**config.mk**
```make
export PLATFORM = sky130hd
export DESIGN_NAME = pool_out_framer
export DESIGN_NICKNAME = d
export VERILOG_FILES = /design/src/rtl/pool_out_framer.sv
export SDC_FILE = /design/constraint.sdc
export NUM_CORES = 1
export LEC_CHECK = 0
export BUFFER_PORTS_ARGS = -buffer_cell sky130_fd_sc_hd__buf_2
export CAP_MARGIN = 10
export CORE_MARGIN = 4
export CORE_UTILIZATION = 50
export CTS_CLUSTER_DIAMETER = 120
export CTS_CLUSTER_SIZE = 8
export DETAILED_ROUTE_END_ITERATION = 7
export GPL_TIMING_DRIVEN = 0
export MAX_ROUTING_LAYER = met4
export PLACE_DENSITY = 0.76
export SETUP_SLACK_MARGIN = 0.2
export SLEW_MARGIN = 20
export SYNTH_ARGS = -nofsm -noshare
export SYNTH_HDL_FRONTEND = slang
export SYNTH_SLANG_ARGS = --single-unit
```
**constraint.sdc**
```tcl
create_clock -name clk -period 10.9 [get_ports clk]
set_clock_uncertainty 0.15 [all_clocks]
set_input_delay 0.545 -clock clk [delete_from_list [all_inputs] [get_ports clk]]
set_output_delay 0.545 -clock clk [all_outputs]
set_load 0.05 [all_outputs]
```
**src/rtl/pool_out_framer.sv**
```systemverilog
`default_nettype none
// ============================================================================
//  Module   : pool_out_framer
//  Purpose  : Buffers pooled feature-map words from the pooling engine in a
//             small FIFO, regenerates TLAST from the layer configuration
//             ((Flen/2)^2 * num_INCH/4 words), checks the upstream frame
//             length and reports completion for the status path.
//  Ports    : clk, rst            - clock, synchronous active-high reset
//             start, Flen,        - frame start pulse and layer geometry
//             num_INCH
//             S_AXIS_*            - slave stream from the pool stage
//                                   (TKEEP/TUSER ignored, TLAST checked only)
//             M_AXIS_*            - master stream toward DMA / next layer
//             done, busy          - frame completion pulse / activity flag
//             err_len             - sticky upstream frame-length mismatch
//             word_count          - words emitted in the current/last frame
//  Revision : 1.0 - initial release
// ============================================================================
module pool_out_framer #(
  parameter int C_S00_AXIS_TDATA_WIDTH = 32,
  parameter int FIFO_DEPTH             = 16
) (
  input  logic                                clk,
  input  logic                                rst,
  input  logic                                start,
  input  logic [5:0]                          Flen,
  input  logic [8:0]                          num_INCH,
  output logic                                S_AXIS_TREADY,
  input  logic [C_S00_AXIS_TDATA_WIDTH-1:0]   S_AXIS_TDATA,
  input  logic [C_S00_AXIS_TDATA_WIDTH/8-1:0] S_AXIS_TKEEP,
  input  logic                                S_AXIS_TUSER,
  input  logic                                S_AXIS_TLAST,
  input  logic                                S_AXIS_TVALID,
  input  logic                                M_AXIS_TREADY,
  output logic                                M_AXIS_TUSER,
  output logic [C_S00_AXIS_TDATA_WIDTH-1:0]   M_AXIS_TDATA,
  output logic [C_S00_AXIS_TDATA_WIDTH/8-1:0] M_AXIS_TKEEP,
  output logic                                M_AXIS_TLAST,
  output logic                                M_AXIS_TVALID,
  output logic                                done,
  output logic                                busy,
  output logic                                err_len,
  output logic [17:0]                         word_count
);

  localparam int c_AW = $clog2(FIFO_DEPTH);
  localparam int c_CW = c_AW + 1;
  localparam int c_DW = C_S00_AXIS_TDATA_WIDTH;

  typedef enum logic [1:0] {
    ST_IDLE  = 2'd0,
    ST_RUN   = 2'd1,
    ST_DRAIN = 2'd2,
    ST_DONE  = 2'd3
  } state_t;

  state_t r_state;
  state_t w_state_nxt;

  // Frame bookkeeping
  logic [17:0]     r_total;
  logic [17:0]     r_in_cnt;
  logic [17:0]     r_out_cnt;
  logic            r_err_len;

  // FIFO storage and pointers
  logic [c_DW-1:0] r_mem [FIFO_DEPTH];
  logic [c_AW-1:0] r_wr_ptr;
  logic [c_AW-1:0] r_rd_ptr;
  logic [c_CW-1:0] r_count;

  logic [17:0]     w_total_calc;
  logic            w_full;
  logic            w_empty;
  logic            w_push;
  logic            w_pop;
  logic            w_last_in;
  logic            w_last_out;
  logic            w_start_acc;
  logic            w_unused;

  // Odd Flen truncates and the low channel bits are dropped by taking only
  // the upper bits of each operand.
  assign w_total_calc = 18'(Flen[5:1]) * 18'(Flen[5:1]) * 18'(num_INCH[8:2]);

  assign w_full     = (r_count == c_CW'(FIFO_DEPTH));
  assign w_empty    = (r_count == '0);
  assign w_last_in  = (r_in_cnt  == r_total - 18'd1);
  assign w_last_out = (r_out_cnt == r_total - 18'd1);

  // Input ready depends only on the current occupancy, never on a pop in
  // the same cycle, so there is no combinational path from M_AXIS_TREADY.
  assign S_AXIS_TREADY = (r_state == ST_RUN) && !w_full;
  assign w_push        = S_AXIS_TREADY && S_AXIS_TVALID;

  assign M_AXIS_TVALID = !w_empty;
  assign w_pop         = M_AXIS_TVALID && M_AXIS_TREADY;
  // Forced to zero while empty so the idle/reset value is defined even
  // though the storage array itself is never cleared.
  assign M_AXIS_TDATA  = w_empty ? '0 : r_mem[r_rd_ptr];
  assign M_AXIS_TLAST  = !w_empty && w_last_out;
  assign M_AXIS_TKEEP  = '1;
  assign M_AXIS_TUSER  = 1'b0;

  assign err_len    = r_err_len;
  assign word_count = r_out_cnt;

  assign w_unused = &{1'b0, S_AXIS_TKEEP, S_AXIS_TUSER, Flen[0], num_INCH[1:0]};

  // --------------------------------------------------------------------------
  // Control FSM: state register
  // --------------------------------------------------------------------------
  always_ff @(posedge clk) begin
    if (rst) begin
      r_state <= ST_IDLE;
    end else begin
      r_state <= w_state_nxt;
    end
  end

  // --------------------------------------------------------------------------
  // Control FSM: next state and status outputs
  // --------------------------------------------------------------------------
  always_comb begin
    w_state_nxt = r_state;
    w_start_acc = 1'b0;
    done        = 1'b0;
    busy        = 1'b0;
    case (r_state)
      ST_IDLE: begin
        if (start) begin
          w_start_acc = 1'b1;
          w_state_nxt = (w_total_calc != 18'd0) ? ST_RUN : ST_DONE;
        end
      end
      ST_RUN: begin
        busy = 1'b1;
        if (w_push && w_last_in) begin
          w_state_nxt = ST_DRAIN;
        end
      end
      ST_DRAIN: begin
        busy = 1'b1;
        if (w_pop && M_AXIS_TLAST) begin
          w_state_nxt = ST_DONE;
        end
      end
      ST_DONE: begin
        done        = 1'b1;
        w_state_nxt = ST_IDLE;
      end
      default: begin
        w_state_nxt = ST_IDLE;
      end
    endcase
  end

  // --------------------------------------------------------------------------
  // Frame counters and length checker
  // --------------------------------------------------------------------------
  always_ff @(posedge clk) begin
    if (rst) begin
      r_total   <= '0;
      r_in_cnt  <= '0;
      r_out_cnt <= '0;
      r_err_len <= 1'b0;
    end else if (w_start_acc) begin
      r_total   <= w_total_calc;
      r_in_cnt  <= '0;
      r_out_cnt <= '0;
      r_err_len <= 1'b0;
    end else begin
      if (w_push) begin
        r_in_cnt <= r_in_cnt + 18'd1;
        // Upstream TLAST must coincide exactly with the last expected word.
        if (S_AXIS_TLAST != w_last_in) begin
          r_err_len <= 1'b1;
        end
      end
      if (w_pop) begin
        r_out_cnt <= r_out_cnt + 18'd1;
      end
    end
  end

  // --------------------------------------------------------------------------
  // FIFO pointers and occupancy (depth is a power of two, pointers wrap)
  // --------------------------------------------------------------------------
  always_ff @(posedge clk) begin
    if (rst) begin
      r_wr_ptr <= '0;
      r_rd_ptr <= '0;
      r_count  <= '0;
    end else begin
      if (w_push) begin
        r_wr_ptr <= r_wr_ptr + c_AW'(1);
      end
      if (w_pop) begin
        r_rd_ptr <= r_rd_ptr + c_AW'(1);
      end
      if (w_push && !w_pop) begin
        r_count <= r_count + c_CW'(1);
      end else if (!w_push && w_pop) begin
        r_count <= r_count - c_CW'(1);
      end
    end
  end

  always_ff @(posedge clk) begin
    if (w_push) begin
      r_mem[r_wr_ptr] <= S_AXIS_TDATA;
    end
  end

endmodule
`default_nettype wire

```
==> results of run 1 <==
-- synthesized netlist by cell type (3+ instances only) --
cell,instances
edfxtp_1,512
mux4_2,160
and2_1,82
nor2_1,79
inv_1,76
dfxtp_1,73
ha_1,63
xnor2_1,59
clkbuf_1,52
nand2_1,52
a21oi_1,37
fa_1,37
xor2_1,36
nand4_1,21
nand3_1,19
nor3_1,16
o21ai_0,16
buf_1,15
nand2b_1,12
a22o_1,10
nor2b_1,10
and3_1,9
or3_1,9
a21o_1,7
or4_1,7
nor4_1,6
buf_4,5
o2111ai_1,4
xnor3_1,4
a31o_2,3
buf_2,3
mux2i_1,3
nor4b_1,3
o211ai_1,3
o21bai_1,3
o22ai_1,3
-- stage by stage --
step             util  power (mW)  hold WS, ps  std cells
2_1_floorplan       -       4.357        317.8       1553
3_3_place_gp   0.5334       4.905        294.5       2336
3_5_place_dp   0.5489       4.957        299.6       2376
4_1_cts        0.5924       7.258        134.5       2480
5_1_grt        0.5929       7.563        158.8       2487
6_report       0.5929       7.229        159.3       2487
-- where the power goes --
group	switching [mW]	internal (mW)	total, mW
sequential	0.0435	2.50	2.55
combinational	1.49	0.912	2.40
clock	0.900	1.38	2.28
-- per-layer routing --
layer,vias to the layer above,part of all wire
met4,0,0.031
met3,137,0.080
met2,794,0.52
met5,-,0
met1,7756,0.37
li1,6410,-
-- sequential cells by signal, summed over array words and instances (netlist names), named ones only --
| signal | count |
|---|---|
| r_in_cnt | 18 |
| r_state | 2 |
| r_total | 17 |
| r_count | 5 |
| r_wr_ptr | 4 |
| word_count | 18 |
| err_len | 1 |
| r_rd_ptr | 4 |
| r_mem | 512 |
-- cell type report --
type                    instances  area (µm²)  area share
diodes                          7       17.52   0.0005735
clock buffers                  98        2133     0.06985
well taps                     680       850.8     0.02786
clock inverters                 6       110.1    0.003605
flip-flops and latches        585       16840      0.5512
inverters                      77       289.0    0.009463
multi-input cells             815        8778      0.2874
repair buffers                143        1201     0.03933
plain buffers                  76       325.3     0.01065
-- critical path: cells and delay by family --
| kind | cells | cell delay, ps |
|---|---|---|
| AOI/OAI and AO/OA | 10 | 2230 |
| adders and majority gates | 9 | 3860 |
| buffers and inverters | 8 | 900 |
| xor gates and xnor gates | 2 | 360 |
| and+or+nand+nor | 3 | 620 |
-- cells by family (layout without fill, tap and decap cells) --
logic type / count (synthesis) / count (layout) / synth area share
mux: 163 / 163 / 0.1392
fa+ha+maj: 100 / 100 / 0.05859
buf+inv: 153 / 400 / 0.02316
flops: 585 / 585 / 0.6451
simple gates: 337 / 337 / 0.06899
compound gates: 111 / 111 / 0.02929
other cells: 2 / 12 / 0.0002878
xor+xnor: 99 / 99 / 0.03533
-- worst max path at each step --
stage	slack, ps	cells past startpoint	end	startpoint
3_5_place_dp	2200	30	r_state[1]	Flen[1]
6_report	2760	32	r_state[1]	Flen[1]
3_3_place_gp	2310	32	r_state[1]	Flen[1]
5_1_grt	2350	32	r_state[1]	Flen[1]
2_1_floorplan	3060	31	r_state[1]	Flen[1]
4_1_cts	2800	30	r_state[1]	Flen[1]
==> summary.md, run 1 <==
| Metric | Value |
|---|---|
| Status | `complete, no violations` |
| Grt total ovfl | `0` |
| Met3 GRT Util | `0.04729` |
| Setup bufs post-CTS | `0` |
| Number of DRC markers in iteration 0 | `1531` |
| Drt wl/cell | `25.89 µm` |
| Critical Path RT | `11270 ps` |
| Slew at the pin closest to its max-slew limit | `1055 ps` |
| Peak VDD IR | `0.1473 mV` |
| Die width | `236.5 µm` |
| Total Wirelength | `64390 µm` |
| Final setup fails | `0` |
| Post-Syn Area per Cell | `16.84 µm²` |
| Top_reg_cell synth | `edfxtp_1` |
| First-pass GRT wire length | `98010 µm` |
| Largest cells by area after synthesis | `edfxtp_1 59%, mux4_2 14%, dfxtp_1 5.6%` |
| Initial antenna violation count | `7` |
| Final setup TNS | `0 ps` |
| Ratio of cells with drive above 1 in the final layout | `0.2428` |
| Total GRT Usage | `0.2384` |
| FILL cells | `3749` |
| Area leader, netlist | `edfxtp_1` |
| Bufs on Longest Clock Path | `3` |
| TritonCTS clock tree | `done` |
| Critical Path AT | `8510 ps` |
| Met1 GRT Util | `0.2953` |
| H-Tree Depth | `3` |
| # nets final | `1939` |
| Maximum clock rate | `122.8 MHz` |
| CTS resizes | `0` |
| Post-route DRC | `0` |
| Pre-CTS setup slack | `2198 ps` |
| Pwr/cell area | `roughly 240 mW/mm²` |
| Post-Syn Instances | `1550` |
| Post-Layout Inst Area | `a little over 0.03 mm²` |
| CTS buffer count | `83` |
| Core region area | `0.05151 mm²` |
| Die area | `0.05591 mm²` |
| Hold EP | `r_mem[2][6]` |
| Root Driver | `clkbuf_16` |
| Number of global-route vias before repair | `15670` |
| Starting utilization of the core area | `0.5067` |
| Insertion delay to the later sink of the worst-skew pair | `around 600 ps` |
| CTS sink cnt | `just under 600` |
| Count of input and output buffers | `slightly above 100` |
| Placed cell area | `0.02827 mm²` |
| Number of synthesized flops with an enable pin | `512` |
| RSZ-0062 raised after global routing | `no` |
| CP max stage cell | `fa_1` |
| GR peak layer | `met2` |
| Worst r2r dst | `r_count[4]` |
| Fraction of registers with async set/reset | `0` |
| Clock Pin Slew Worst Setup and Hold Paths | `60 ps` |
| Share of the synthesized area in the top cell type | `0.5891` |
| Final setup margin | `2757 ps` |
| Cell area after synthesis | `0.02610 mm²` |
| Met2 GRT Util | `0.3943` |
| Detailed Place HPWL | `41140 µm` |
| Netlist cell types | `66` |
| R2r startpoint | `r_count[0]` |
| Worst slew margin | `0.2969` |
| Final Hold Fails | `0` |
| Detailed Routing Iterations Pass 1 | `5` |
| Critical path capture point type | `flip-flop` |
| Final Max Tran Viols | `0` |
| Max-cap violations | `0` |
| Row cnt | `83` |
| Slack of the worst reg-to-reg path | `6570 ps` |
| Yosys warns | `0` |
| CP Class | `in2reg` |
| Min-delay src | `S_AXIS_TDATA[6]` |
| Period utilisation layout | `0.7471` |
| #FFs+latches synth | `between 500 and 600` |
| Die height | `~240 µm` |
| Worst Hold Depth | `1` |
| Routability cong. | `just under 0.9` |
| Critical path's largest stage delay | `540 ps` |
| Commonest cells after routing, fill and taps aside | `512 x edfxtp_1, 160 x mux4_2, 106 x buf_2` |
| Worst min path class | `in2reg` |
| CP max FO | `10` |
| # hold bufs at CTS | `0` |
| Area growth from synthesis to layout | `17.03%` |
| Reg2reg path depth | `13` |
| Commonest non-fill, non-tap cell in the layout | `edfxtp_1` |
| Vias per cell | `6.070` |
| Sequential fraction of the synthesis area | `0.6451` |
| Lkg Pwr | `10.48 nW` |
| Detail Route Antenna Nets | `0` |
| Shortest period the worst path allows | `~8100 ps` |
| # IOs | `119` |
| DR vias | `between 15000 and 20000` |
| Crit start category | `input pin` |
| Largest net degree at the start of global routing | `18` |
Power figures use the tool's default switching activity.
==> run 2, diff against run 1 <==
Settings changed: ABC_AREA set to 1.
Clock period 10.9 ns to 8.12 ns, I/O delays scaled along.
==> summary.md, run 2 <==
| Metric | Value |
|---|---|
| Status | `complete, no violations (unchanged)` |
| Final setup fails | `0 (unchanged)` |
| First-pass GRT wire length | `119800 µm (was 98010 µm)` |
| Final setup TNS | `0 ps (unchanged)` |
| Crit start category | `input pin (unchanged)` |
| Worst min path class | `in2reg (unchanged)` |
| Detailed Place HPWL | `54370 µm (was 41140 µm)` |
| Sequential fraction of the synthesis area | `0.6302 (was 0.6451)` |
| Reg2reg path depth | `10 (was 13)` |
| GR peak layer | `met2 (unchanged)` |
| Lkg Pwr | `11.33 nW (was 10.48 nW)` |
| Max-cap violations | `0 (unchanged)` |
| Bufs on Longest Clock Path | `3 (unchanged)` |
| Final Util | `0.5890 (was 0.5929)` |
| Initial antenna violation count | `2 (was 7)` |
| Largest family of logic cells by synthesized area | `simple AND/OR/NAND/NOR gates (was multiplexers)` |
| Final Max Tran Viols | `0 (unchanged)` |
| Critical path's largest stage delay | `550 ps (was 540 ps)` |
| Maximum clock rate | `136.1 MHz` |
| Slew at the pin closest to its max-slew limit | `1104 ps (was 1055 ps)` |
| CP Class | `in2reg (unchanged)` |
| Post-Syn Area per Cell | `10.92 µm² (was 16.84 µm²)` |
| Commonest non-fill, non-tap cell in the layout | `edfxtp_1 (unchanged)` |
| Row cnt | `84 (was 83)` |
| Shortest period the worst path allows | `about 7300 ps` |
| R2r startpoint | `r_count[1] (was r_count[0])` |
| Detailed Routing Iterations Pass 1 | `6 (was 5)` |
| Count of input and output buffers | `105 (was 103)` |
| Die width | `239.2 µm (was 236.5 µm)` |
| Peak VDD IR | `0.2145 mV (was 0.1473 mV)` |
| Biggest register | `r_mem (unchanged)` |
| Netlist cell types | `44 (was 66)` |
| Vias per cell | `6.243 (was 6.070)` |
| Cell mode on critical path | `nand2_1` |
| DR vias | `21040 (was 15100)` |
| Most frequent cells after synthesis | `512 x edfxtp_1, 434 x nor2_1, 304 x o21ai_0 (was 512 x edfxtp_1, 160 x mux4_2, 82 x and2_1)` |
| Detail Route Antenna Nets | `0 (unchanged)` |
| Worst r2r dst | `r_mem[3][27] (was r_count[4])` |
| Commonest cells after routing, fill and taps aside | `512 x edfxtp_1, 418 x nor2_1, 304 x o21ai_0 (was 512 x edfxtp_1, 160 x mux4_2, 106 x buf_2)` |
| Starting utilization of the core area | `0.5064 (was 0.5067)` |
| Post-route DRC | `0 (unchanged)` |
| Post-synthesis compound-gate area fraction | `0.1203 (was 0.02929)` |
| Fraction of registers with async set/reset | `0 (unchanged)` |
| Largest cells by area after synthesis | `edfxtp_1 58%, nor2_1 6.1%, o21ai_0 5.7% (was edfxtp_1 59%, mux4_2 14%, dfxtp_1 5.6%)` |
| Cell with the most instances after synthesis | `edfxtp_1 (unchanged)` |
| TritonCTS clock tree | `done (unchanged)` |
| Cell area after synthesis | `0.02672 mm² (was 0.02610 mm²)` |
| Top_reg_cell synth | `edfxtp_1 (unchanged)` |
| Setup bufs post-CTS | `0 (unchanged)` |
| #FFs+latches synth | `585 (unchanged)` |
| Clock Pin Slew Worst Setup and Hold Paths | `50 ps (was 60 ps)` |
| Root Driver | `clkbuf_16 (unchanged)` |
| Area leader, netlist | `edfxtp_1 (unchanged)` |
| Worst slew margin | `0.2639 (was 0.2969)` |
| Adder-Cell Fraction of Synth Area | `0.05723 (was 0.05859)` |
| # nets final | `2820 (was 1939)` |
| Total Wirelength | `80450 µm (was 64390 µm)` |
| CP max FO | `10 (unchanged)` |
| WHS | `19.63 ps (was 159.3 ps)` |
| XOR/XNOR Fraction of Synth Area | `0.009835 (was 0.03533)` |
| CP max stage cell | `fa_1 (unchanged)` |
| Number of DRC markers in iteration 0 | `2825 (was 1531)` |
| Critical Path RT | `8510 ps (was 11270 ps)` |
| Worst setup path end | `r_state[1] (unchanged)` |
| Grt total ovfl | `0 (unchanged)` |
| Critical Path AT | `7740 ps (was 8510 ps)` |
| Crit path from | `Flen[1] (unchanged)` |
| # IOs | `119 (unchanged)` |
| CTS buffer count | `83 (unchanged)` |
| Die height | `239.2 µm (was 236.5 µm)` |
| H-Tree Depth | `3 (unchanged)` |
| Die area | `0.05719 mm² (was 0.05591 mm²)` |
| Number of synthesized flops with an enable pin | `512 (unchanged)` |
| Critical path capture point type | `flip-flop (unchanged)` |
| Met1 GRT Util | `0.3394 (was 0.2953)` |
| Met2 GRT Util | `0.4546 (was 0.3943)` |
| Post-Synth Simple-Gate Area | `0.1368 (was 0.06899)` |
| Pwr/cell area | `331.9 mW/mm² (was 236.7 mW/mm²)` |
| Final Hold Fails | `0 (unchanged)` |
| Max reg flops | `512 (unchanged)` |
| Number of global-route vias before repair | `21140 (was 15670)` |
| Insertion delay to the later sink of the worst-skew pair | `620 ps (was 610 ps)` |
| CTS sink cnt | `585 (unchanged)` |
| Total GRT Usage | `0.2828 (was 0.2384)` |
| Core region area | `0.05276 mm² (was 0.05151 mm²)` |
| Ratio of cells with drive above 1 in the final layout | `0.1074 (was 0.2428)` |
| Slack of the worst reg-to-reg path | `5100 ps (was 6570 ps)` |
| RSZ-0062 raised after global routing | `no (unchanged)` |
| Mux cell area share after synthesis | `0 (was 0.1392)` |
| Period utilisation layout | `0.9050` |
| Share of the synthesized area in the top cell type | `0.5755 (was 0.5891)` |
| Yosys warns | `0 (unchanged)` |
| Area growth from synthesis to layout | `16.32% (was 17.03%)` |
| Post-Syn Instances | `2446 (was 1550)` |
| Largest net degree at the start of global routing | `22 (was 18)` |
| Routability cong. | `0.9261 (was 0.8827)` |
| Drt wl/cell | `23.87 µm (was 25.89 µm)` |
| Met3 GRT Util | `0.06253 (was 0.04729)` |
==> run 2: cells by family (layout without fill, tap and decap cells) <==
logic type,Yosys count,count (layout)
AND/OR/NAND/NOR,864,864
flip-flops,585,585
AO/OA/AOI/OAI,551,551
buffers and inverters,314,546
adder cells (fa/ha/maj),100,100
XOR/XNOR,30,30
other,2,6
==> run 2: worst min path at each step <==
stage,from,endpoint,slack [ps],cells past startpoint
CTS,S_AXIS_TDATA[26],r_mem[7][26],2,1
global placement,err_len,err_len,290,2
global route,S_AXIS_TDATA[26],r_mem[0][26],7,1
detailed placement,err_len,err_len,290,2
floorplan,r_rd_ptr[3],flip-flop,290,2
finish,S_AXIS_TDATA[26],r_mem[8][26],20,1
==> run 2: per-stage QoR <==
step                      setup slack [ps]  cells  instance area (µm²)  total power, mW
after global routing                 309.1   3370                31070            10.77
after global placement               111.6   3242                28110            7.053
after floorplan                      910.8   2449                26730            6.025
final                                771.3   3370                31070            10.31
after detailed placement             40.73   3264                28790            7.178
after CTS                            676.3   3369                31060            10.24
==> run 2: cell type report <==
type	instances	area, µm²
Inverter	192	720.7
Clock inverter	7	121.4
Timing Repair Buffer	128	1096
Fill cell	4138	21690
Clock buffer	97	2140
Tap cell	688	860.8
Buffer	122	490.5
Multi-Input combinational cell	1550	8807
Antenna cell	1	2.502
Sequential cell	585	16840
==> run 2: critical path, delay by kind of cell <==
family / cells / cell delay [ps]
compound gates: 5 / 910
xor+xnor: 2 / 600
simple gates: 13 / 1180
fa+ha+maj: 9 / 3910
buf+inv: 8 / 760
==> run 2: power breakdown <==
group          switching, mW  internal (mW)
Sequential            0.0763           3.37
Combinational           2.78           1.01
Clock                   1.24           1.84
==> run 2: metal layers <==
layer	vias to the layer above	wire, µm
li1	9103	-
met1	10050	28910
met2	1552	38340
met5	-	0
met3	337	8828
met4	0	4366
==> run 2: repair_timing <==
| action | in CTS | in global routing |
|---|---|---|
| endpoints found under the hold margin | 2 | 0 |
| setup endpoints to repair | 0 | 1 |
| gates resized for setup | 0 | 1 |
| hold buffers | 1 | 0 |
